**src/rtl/led_sequencer.sv**
```systemverilog
// led_sequencer: command-driven owner of the 8-bit GPIO LED bank.
// Accepts one OFF/STATIC/BLINK/CHASE command over valid/ready and steps
// the pattern on a prescaled tick. Single clock domain, sync active-high reset.
//
//   state | meaning
//   ------+--------------------------------------------------------------
//   IDLE  | no command active; LEDs hold last value; ready for a command
//   RUN   | BLINK/CHASE stepping on ticks; preemptible only if continuous
//   DONE  | one-cycle completion pulse; LEDs hold; not ready
module led_sequencer #(
    parameter int TICK_DIV = 50000000,
    parameter int CNT_W    = 27
) (
    input  logic       clock,
    input  logic       reset,
    input  logic       cmd_valid,
    output logic       cmd_ready,
    input  logic [1:0] cmd_mode,
    input  logic [7:0] cmd_pattern,
    input  logic [3:0] cmd_repeat,
    output logic       busy,
    output logic       done,
    output logic [7:0] gpio_led
);

    typedef enum logic [1:0] {
        S_IDLE = 2'd0,
        S_RUN  = 2'd1,
        S_DONE = 2'd2
    } state_t;

    localparam logic [1:0]       LP_MODE_OFF = 2'b00;
    localparam logic [1:0]       LP_MODE_BLINK = 2'b10;
    localparam logic [CNT_W-1:0] LP_TICK_TC = CNT_W'(TICK_DIV - 1);

    state_t           r_state;
    state_t           w_state_nxt;
    logic [1:0]       r_mode;
    logic [7:0]       r_pattern;
    logic [3:0]       r_repeat;
    logic [3:0]       r_steps_left;
    logic [CNT_W-1:0] r_cnt;
    logic [7:0]       r_led;

    logic w_ready;
    logic w_accept;
    logic w_tick;
    logic w_last_step;

    // Handshake and tick decode; ready depends on state, never on cmd_valid
    always_comb begin
        w_ready     = (r_state == S_IDLE) || ((r_state == S_RUN) && (r_repeat == 4'd0));
        w_accept    = cmd_valid && w_ready;
        w_tick      = (r_state == S_RUN) && (r_cnt == LP_TICK_TC);
        w_last_step = w_tick && (r_repeat != 4'd0) && (r_steps_left == 4'd1);
    end

    // State register
    always_ff @(posedge clock) begin
        if (reset) begin
            r_state <= S_IDLE;
        end else begin
            r_state <= w_state_nxt;
        end
    end

    // Next-state logic; an accept always wins over a coincident tick
    always_comb begin
        w_state_nxt = r_state;
        case (r_state)
            S_IDLE, S_RUN: begin
                if (w_accept) begin
                    w_state_nxt = cmd_mode[1] ? S_RUN : S_DONE;
                end else if ((r_state == S_RUN) && w_last_step) begin
                    w_state_nxt = S_DONE;
                end
            end
            S_DONE:  w_state_nxt = S_IDLE;
            default: w_state_nxt = S_IDLE;
        endcase
    end

    // Outputs decoded from state
    always_comb begin
        cmd_ready = w_ready;
        busy      = (r_state != S_IDLE);
        done      = (r_state == S_DONE);
        gpio_led  = r_led;
    end

    // Command latch, tick prescaler, step counter and LED register
    always_ff @(posedge clock) begin
        if (reset) begin
            r_mode       <= LP_MODE_OFF;
            r_pattern    <= 8'h00;
            r_repeat     <= 4'd0;
            r_steps_left <= 4'd0;
            r_cnt        <= '0;
            r_led        <= 8'h00;
        end else if (w_accept) begin
            r_mode       <= cmd_mode;
            r_pattern    <= cmd_pattern;
            r_repeat     <= cmd_repeat;
            r_steps_left <= cmd_repeat;
            r_cnt        <= '0;
            r_led        <= (cmd_mode == LP_MODE_OFF) ? 8'h00 : cmd_pattern;
        end else if (r_state == S_RUN) begin
            if (w_tick) begin
                r_cnt <= '0;
                if (r_mode == LP_MODE_BLINK) begin
                    r_led <= (r_led == 8'h00) ? r_pattern : 8'h00;
                end else begin
                    r_led <= {r_led[6:0], r_led[7]};
                end
                if (r_repeat != 4'd0) begin
                    r_steps_left <= r_steps_left - 4'd1;
                end
            end else begin
                r_cnt <= r_cnt + CNT_W'(1);
            end
        end
    end

endmodule
```
**config.mk**
```make
export PLATFORM = sky130hd
export DESIGN_NAME = led_sequencer
export DESIGN_NICKNAME = d
export VERILOG_FILES = /design/src/rtl/led_sequencer.sv
export SDC_FILE = /design/constraint.sdc
export NUM_CORES = 1
export LEC_CHECK = 0
export CAP_MARGIN = 0
export CORE_AREA = 5 5 83 85
export DETAILED_ROUTE_END_ITERATION = 10
export DIE_AREA = 0 0 88 90
export HOLD_SLACK_MARGIN = 0.12
export PLACE_DENSITY = 0.7
export SLEW_MARGIN = 15
export SYNTH_ARGS = -nofsm -noshare
export SYNTH_HDL_FRONTEND = slang
export SYNTH_SLANG_ARGS = --single-unit
```
**constraint.sdc**
```tcl
create_clock -name clock -period 3.75 [get_ports clock]
set_input_delay 0.75 -clock clock [delete_from_list [all_inputs] [get_ports clock]]
set_output_delay 0.75 -clock clock [all_outputs]
set_load 0.02 [all_outputs]
```
; ---- Yosys cells after proc, flatten, opt, wreduce, memory -nomap -nowiden
; Index checks and enable logic that the tools add are counted.
[op_classes]
add_sub_neg = 2
multipliers = 0
n_div = 0
n_lt_le_gt_ge = 0
eq_ne = 5
n_shift = 0
mux = 14
bitwise = 1
n_reduce_logical = 22
[ops]
columns = cell, n
row1 = two-way mux 8 bit, 6
row2 = adder 27 x 1 -> 27 bit (second input constant), 1
row3 = equality test 27 x 26 -> 1 bit (second input constant), 1
row4 = two-way mux 27 bit, 1
row5 = two-way mux 4 bit, 4
row6 = nonzero test 2 bit, 5
row7 = zero test 8 bit, 1
row8 = logical AND 1 bit, 6
row9 = two-way mux 2 bit, 3
row10 = OR reduction 2 bit, 3
row11 = equality test 2 bit (second input constant), 2
row12 = equality test 4 x 1 -> 1 bit (second input constant), 1
row13 = zero test 2 bit, 2
row14 = zero test 4 bit, 1
row15 = nonzero test 4 bit, 1
row16 = subtractor 4 x 1 -> 4 bit (second input constant), 1
row17 = AND reduction 3 bit, 1
row18 = equality test 2 x 1 -> 1 bit (second input constant), 1
row19 = AND reduction 2 bit, 1
row20 = logical OR 1 bit, 1
row21 = NOT 1 bit, 1
[totals]
register_bits = 55
latchBits = 0
mem_bits_rw = 0
rom_bits = 0
in_bits = 17
out_inout_bits = 11
word_cells = 51
mem_count = 0

; ---- Longest topological paths before layout
; Gate-level depths: netlist of the first run.
[depth]
word_depth = 7
ltp_mapped = 7
ltp_nobuf = 6

; ---- Least setup slack after synthesis of the first run
; No wires, ideal clock.
[synth_timing]
path_type = register -> output
startpoint = register r_repeat[3]
endpoint = output cmd_ready
arrival_time_ns = 1.252
t_required_ns = 3.000
setup_slack_ns = 1.748
path_stages_with_launch = 3
n_path_buf = 0
cell_sequence = dfxtp_1 or4_1 a21oi_1
[synth_via]
elab_chain_cells = 3
[synth_lines]
columns = element, line
row1 = "start, declared", 40  ; logic [3:0] r_repeat;
row2 = "start signal, assigned", 103  ; r_repeat <= cmd_repeat;
row3 = zero test 4 bit, 52  ; w_ready = (r_state == S_IDLE) || ((r_state == S_RUN) && (r_repeat == 4'd0));
row4 = logical AND 1 bit, 52
row5 = logical OR 1 bit, 52
row6 = "end, declared", 17  ; output logic cmd_ready,
; No other way between the ends.

; ---- Final worst setup path of the first run
; Same ends and word-level chain as after synthesis.

==> results of run 1 <==
==> layout by cell type (no fill, tap or decap), types with 3 or more instances in the layout <==
| cell | Yosys | final |
|---|---|---|
| nor4_1 | 3 | 3 |
| nor3_1 | 4 | 4 |
| a21oi_1 | 5 | 5 |
| nand4_1 | 13 | 13 |
| xor2_1 | 22 | 22 |
| dfxtp_1 | 55 | 55 |
| or2b_1 | 3 | 3 |
| nor2_1 | 45 | 45 |
| or2_2 | 3 | 3 |
| nand3_1 | 13 | 13 |
| clkbuf_8 | 0 | 5 |
| xnor2_1 | 3 | 3 |
| a32o_1 | 10 | 10 |
| buf_4 | 0 | 4 |
| ha_1 | 3 | 3 |
| clkdlybuf4s50_1 | 0 | 27 |
| and2_1 | 3 | 3 |
| a221o_1 | 8 | 8 |
| or4_1 | 7 | 7 |
| inv_1 | 5 | 5 |
| nor4b_1 | 3 | 3 |
| nand2_1 | 17 | 17 |
| nand2b_1 | 8 | 8 |
| mux2i_1 | 14 | 14 |
==> registers in the layout, summed over array words and instances, names as in the netlist <==
signal        flops
gpio_led          8
r_cnt            27
r_mode            2
r_pattern         8
r_repeat          4
r_state           2
r_steps_left      4
==> worst max-delay path by stage <==
stage / end / slack [ns]
2_1_floorplan: cmd_ready / 1.75
3_3_place_gp: gpio_led[6] / 1.03
3_5_place_dp: gpio_led[2] / 0.95
4_1_cts: cmd_ready / 0.96
5_1_grt: r_cnt[11] / 0.71
6_report: cmd_ready / 0.98
==> metal layers <==
metal  track usage [%]  vias up
met5                 0        -
met4              4.35        0
met3              3.47        6
met2              24.7       48
met1              18.4     1027
li1                  -     1074
==> cells by family (layout without fill, tap and decap cells) <==
logic type / after synthesis / count (layout) / synth area share (%)
compound gates: 31 / 31 / 10.4
xor+xnor: 25 / 25 / 8.45
fa+ha+maj: 3 / 3 / 1.45
buf+inv: 18 / 43 / 2.80
flops: 55 / 55 / 42.5
mux: 14 / 14 / 5.41
simple gates: 139 / 139 / 29.1
==> power by group <==
group	internal [W]	leakage, nW	switching (W)
combinational	0.0000657	0.632	0.0000705
sequential	0.000605	0.448	0.0000186
clock	0.000195	0.0502	0.000191
==> stage by stage <==
step / total power (W) / area (um2) / worst slack, ns / util [%]
after CTS: 0.00116 / 3040 / 0.962 / 49.6
final: 0.00115 / 3040 / 0.981 / 49.6
after global placement: 0.000770 / 2940 / 1.03 / 47.9
after floorplan: 0.000715 / 2590 / 1.75 / -
after global routing: 0.00120 / 3040 / 0.706 / 49.6
after detailed placement: 0.000773 / 2940 / 0.954 / 47.9
==> critical path: cells and delay by family (launching register included) <==
family	cells	cell delay, ns
buffers and inverters	1	0.62
DFF	1	0.34
and+or+nand+nor	1	0.59
AOI/OAI and AO/OA	1	0.17
==> cell type report <==
class | count | area, um2 | share of cell area (%)
well taps | 77 | 96.3 | 3.17
clock buffers | 5 | 68.8 | 2.26
repair buffers | 31 | 300 | 9.87
multi-input cells | 212 | 1420 | 46.6
inverters | 5 | 18.8 | 0.617
flip-flops and latches | 55 | 1100 | 36.2
clock inverters | 2 | 37.5 | 1.23
==> flow_metrics.py, run 1 <==
metrics = {
    "logic_synthesis": {
        "yosysTopAreaCellShare_pct": 42.5,
        "synth.top_cells.by_count": "dfxtp_1, nor2_1, xor2_1",
        "netlist_area_mm2": 0.00259,
        "synth_most_common_cell": "dfxtp_1",
        "synth_edf_count": 0,
        "ys_warn_count": 0,
        "synthCells": 285,
        "synthArstFlopShare_pct": 0,
        "yosys.area.top_type": "dfxtp_1",
        "ys_seq_elements": 55,
        "yosys-top-cells-area": "dfxtp_1, xor2_1, nor2_1, mux2i_1, a32o_1",
        "synth_fp_nets": 305,
        "synth_cell_types": 42,
        "synth_area_per_cell_um2": 9.10,
        "synthFlopType": "dfxtp_1",
        "synth-seq-area-share_pct": 42.5,
    },
    "clock_network": {
        "numCtsBuffers": 5,
        "clk_pin_slew_ns": 0.09,
        "htreeDepth": 2,
        "root_buffer": "clkbuf_8",
        "hold_buffers": 0,
        "cts_resized": 0,
        "cts_max_path_buffers": 2,
        "insertion_delay_ns": 0.31,
        "cts_tree": "yes",
        "cts_sinks": 55,
        "cts_setup_buffers": 0,
    },
    "floorplan": {
        "rows": 29,
        "dieArea_mm2": 0.00792,
        "io_pins": 28,
        "die_w_um": 88,
        "fp.dieH_um": 90,
        "core_area_mm2": 0.00613,
        "initial_core_util_pct": 42.3,
    },
    "drt": {
        "vias": 2155,
        "wl_per_cell_um": 14.4,
        "drc_errors": 0,
        "drtAntennaViolNets": 0,
        "wl_um": 5560,
        "met2WireLength_um": 2730,
        "viasPerCell": 5.57,
        "wl_met1_um": 2540,
        "drt-initial-drc-count": 128,
        "maxUsedRoutingLayer": "met4",
        "first_pass_iters": 4,
        "wl_met3_um": 230,
    },
    "setup_path": {
        "critPathKind": "reg -> out",
        "r2r_cells": 5,
        "worstPathCellList": "or4_1, a21oi_1, clkdlybuf4s50_1",
        "reg2reg_to": "r_cnt[26]",
        "max_stage_delay_ns": 0.62,
        "r2r-start": "r_cnt[3]",
        "crit_path_start": "r_repeat[3]",
        "worst-path-max-fanout": 4,
        "cp_data_arrival_time_ns": 2.02,
        "cp.required_ns": 3.00,
        "cp-start-kind": "flop",
        "r2r_slack_ns": 1.03,
        "cp_slowest_cell": "clkdlybuf4s50_1",
        "cp-end-kind": "output port",
    },
    "timing": {
        "setup_tns_ns": 0,
        "report.final.slew_viol_count": 0,
        "rsz0062_at_grt": "no",
        "worstMarginPinSlew_ns": 0.979,
        "fin_crit_sh_pct": 73.8,
        "slew_headroom_pct": 34.2,
        "fin_skew_ns": 0.0146,
        "fin_crit_ns": 2.77,
        "timing.fmax_mhz": 361,
        "setup_viol": 0,
        "hold_viol": 0,
        "hold_ws_ns": 0.481,
    },
    "global_route": {
        "grt_pass1_vias": 2092,
        "grt_pass1_wl_um": 9570,
        "grt-ovfl-total": 0,
        "grt_max_degree": 26,
        "grtUsageTotal_pct": 14.7,
        "antenna_found_initial": 0,
    },
    "power_and_ir_drop": {
        "power.density_mw_per_mm2": 377,
        "p_leak_nw": 1.13,
        "ir_drop_mv": 0.243,
    },
    "run_status": {
        "status": "finished, final reports clean",
    },
    "layout": {
        "diodes": 0,
        "nets": 330,
        "final_cells": 387,
        "final.fill_count": 573,
        "drive_above_1_share_pct": 6.13,
        "synthToLayoutAreaGrowth_pct": 17.3,
    },
    "hold_path": {
        "hold_end": "r_cnt[1]",
        "hold_path_depth": 2,
        "hold_start": "r_cnt[1]",
        "hold_path.class": "reg -> reg",
    },
    "flow_run": {
        "drv_cap": 0,
    },
    "placed_design": {
        "hpwl_um": 4000,
        "place_congestion": 0.841,
        "dp_cells": 380,
        "port_buffers": 27,
    },
}
No activity file was read; power rests on OpenSTA's default activity.
==> run 2: changes to the inputs <==
Clock period 3.75 ns to 2.7 ns, I/O delays scaled along.
==> run 2 against run 1 <==
  * Non-clock buffer count grew 6
  * First-iteration DRC count shrank 3.9%
  * Total power grew 31%
  * Global-route usage grew 0.77 points
  * Count of clock-buffer cells in the layout grew 2
  * Wire length grew 4.0%
==> flow_metrics.py, run 2 (same netlist as run 1, synthesis figures left out) <==
metrics = {
    "floorplan": {
        "core_area_mm2": 0.00613,
        "fp.dieH_um": 90,
        "rows": 29,
        "die_w_um": 88,
        "io_pins": 28,
        "dieArea_mm2": 0.00792,
        "initial_core_util_pct": 42.3,
    },
    "layout": {
        "nets": 336,
        "drive_above_1_share_pct": 7.57,
        "final_common_cell": "dfxtp_1",
        "largest_reg_flops": 27,
        "diodes": 0,
        "synthToLayoutAreaGrowth_pct": 18.1,
        "layout_common_cells": "dfxtp_1, nor2_1, clkdlybuf4s50_1, xor2_1, nand2_1",
        "final_cells": 394,
        "top_register": "r_cnt",
    },
    "timing": {
        "fin_crit_sh_pct": 94.6,
        "setup_viol": 0,
        "timing.fmax_mhz": 392,
        "setup_tns_ns": 0,
        "slew_headroom_pct": 62.9,
        "report.final.slew_viol_count": 0,
        "fin_crit_ns": 2.55,
        "hold_viol": 0,
        "hold_ws_ns": 0.485,
        "rsz0062_at_grt": "no",
        "worstMarginPinSlew_ns": 0.552,
        "fin_skew_ns": 0.0101,
    },
    "power_and_ir_drop": {
        "p_leak_nw": 1.15,
        "clkPwrFrac_pct": 29.2,
        "power.density_mw_per_mm2": 491,
        "power_frac_seq_pct": 57.7,
        "ir_drop_mv": 0.328,
        "power.switching_w": 0.000381,
        "p_int_w": 0.00112,
        "p_comb_share_pct": 13.1,
        "p_sw_share_pct": 25.4,
    },
    "clock_network": {
        "cts_resized": 0,
        "cts_sinks": 55,
        "cts_max_path_buffers": 2,
        "insertion_delay_ns": 0.31,
        "htreeDepth": 2,
        "clk_pin_slew_ns": 0.09,
        "numCtsBuffers": 5,
        "hold_buffers": 0,
        "cts_tree": "yes",
        "cts_setup_buffers": 0,
        "root_buffer": "clkbuf_8",
    },
    "global_route": {
        "grt_max_degree": 26,
        "antenna_found_initial": 0,
        "grt_pass1_wl_um": 10100,
        "grtUsageTotal_pct": 15.5,
        "grt_pass1_vias": 2230,
        "grt-ovfl-total": 0,
    },
    "hold_path": {
        "hold_path.class": "reg -> reg",
    },
    "placed_design": {
        "port_buffers": 27,
        "hpwl_um": 4260,
        "place_congestion": 0.838,
        "dp_cells": 386,
    },
    "setup_path": {
        "critPathKind": "reg -> out",
        "cp-end-kind": "output port",
        "cp_data_arrival_time_ns": 2.01,
        "cp-start-kind": "flop",
        "worst-path-max-fanout": 4,
        "cp.required_ns": 2.16,
    },
    "drt": {
        "drtAntennaViolNets": 0,
        "vias": 2203,
        "viasPerCell": 5.59,
        "wl_um": 5790,
        "drt-initial-drc-count": 123,
        "first_pass_iters": 4,
        "wl_per_cell_um": 14.7,
        "drc_errors": 0,
    },
    "flow_run": {
        "drv_cap": 0,
    },
    "run_status": {
        "status": "finished, final reports clean",
    },
}
[run 2: layout make-up]
type	count	area, um2
Fill cell	575	3070
Multi-Input combinational cell	212	1420
Sequential cell	55	1100
Timing Repair Buffer	37	345
Tap cell	77	96.3
Clock buffer	7	76.3
Inverter	5	18.8
Clock inverter	1	5.00
[run 2: per-stage QoR]
stage / setup WS [ns] / utilization, % / total power [W] / instance area [um2]
final: 0.147 / 49.9 / 0.00150 / 3060
after global routing: 0.0473 / 49.9 / 0.00158 / 3060
after CTS: 0.133 / 49.9 / 0.00152 / 3060
after detailed placement: 0.484 / 48.6 / 0.00108 / 2980
after global placement: 0.495 / 48.6 / 0.00108 / 2980
after floorplan: 0.736 / - / 0.000993 / 2590
[run 2: routing by layer]
layer / routed length, um / global-route usage, %
met5: 0 / 0
met4: 88 / 5.24
met3: 249 / 3.47
met2: 2870 / 25.3
met1: 2580 / 19.8
[run 2: path summary, 6_finish.rpt]
| check | slack, ns | endpoint | start | cells past startpoint |
|---|---|---|---|---|
| max | 0.15 | cmd_ready | r_repeat[3] | 3 |
| min | 0.49 | r_cnt[1] | r_cnt[1] | 2 |
| max reg2reg | 0.58 | gpio_led[0] | r_cnt[2] | 6 |
| min reg2reg | 0.49 | r_cnt[1] | r_cnt[1] | 2 |
[run 2: power groups by stage]
stage / Sequential (W) / Combinational (W) / Clock [W]
floorplan: 0.000885 / 0.000109 / 0
global placement: 0.000884 / 0.000194 / 0
detailed placement: 0.000885 / 0.000197 / 0
CTS: 0.000867 / 0.000198 / 0.000456
global route: 0.000872 / 0.000215 / 0.000496
finish: 0.000867 / 0.000197 / 0.000439
[run 2: worst max-delay path: stages, from the launching register on]
cell and delay (ns):
dfxtp_1 0.34, or4_1 0.57, a21oi_1 0.18, clkdlybuf4s50_1 0.62
==> run 3: changes to the inputs <==
Settings changed: SLEW_MARGIN 15 to 20.
==> results of run 3 <==
No change in the layout: final DEF, timing and power equal those of run 2.
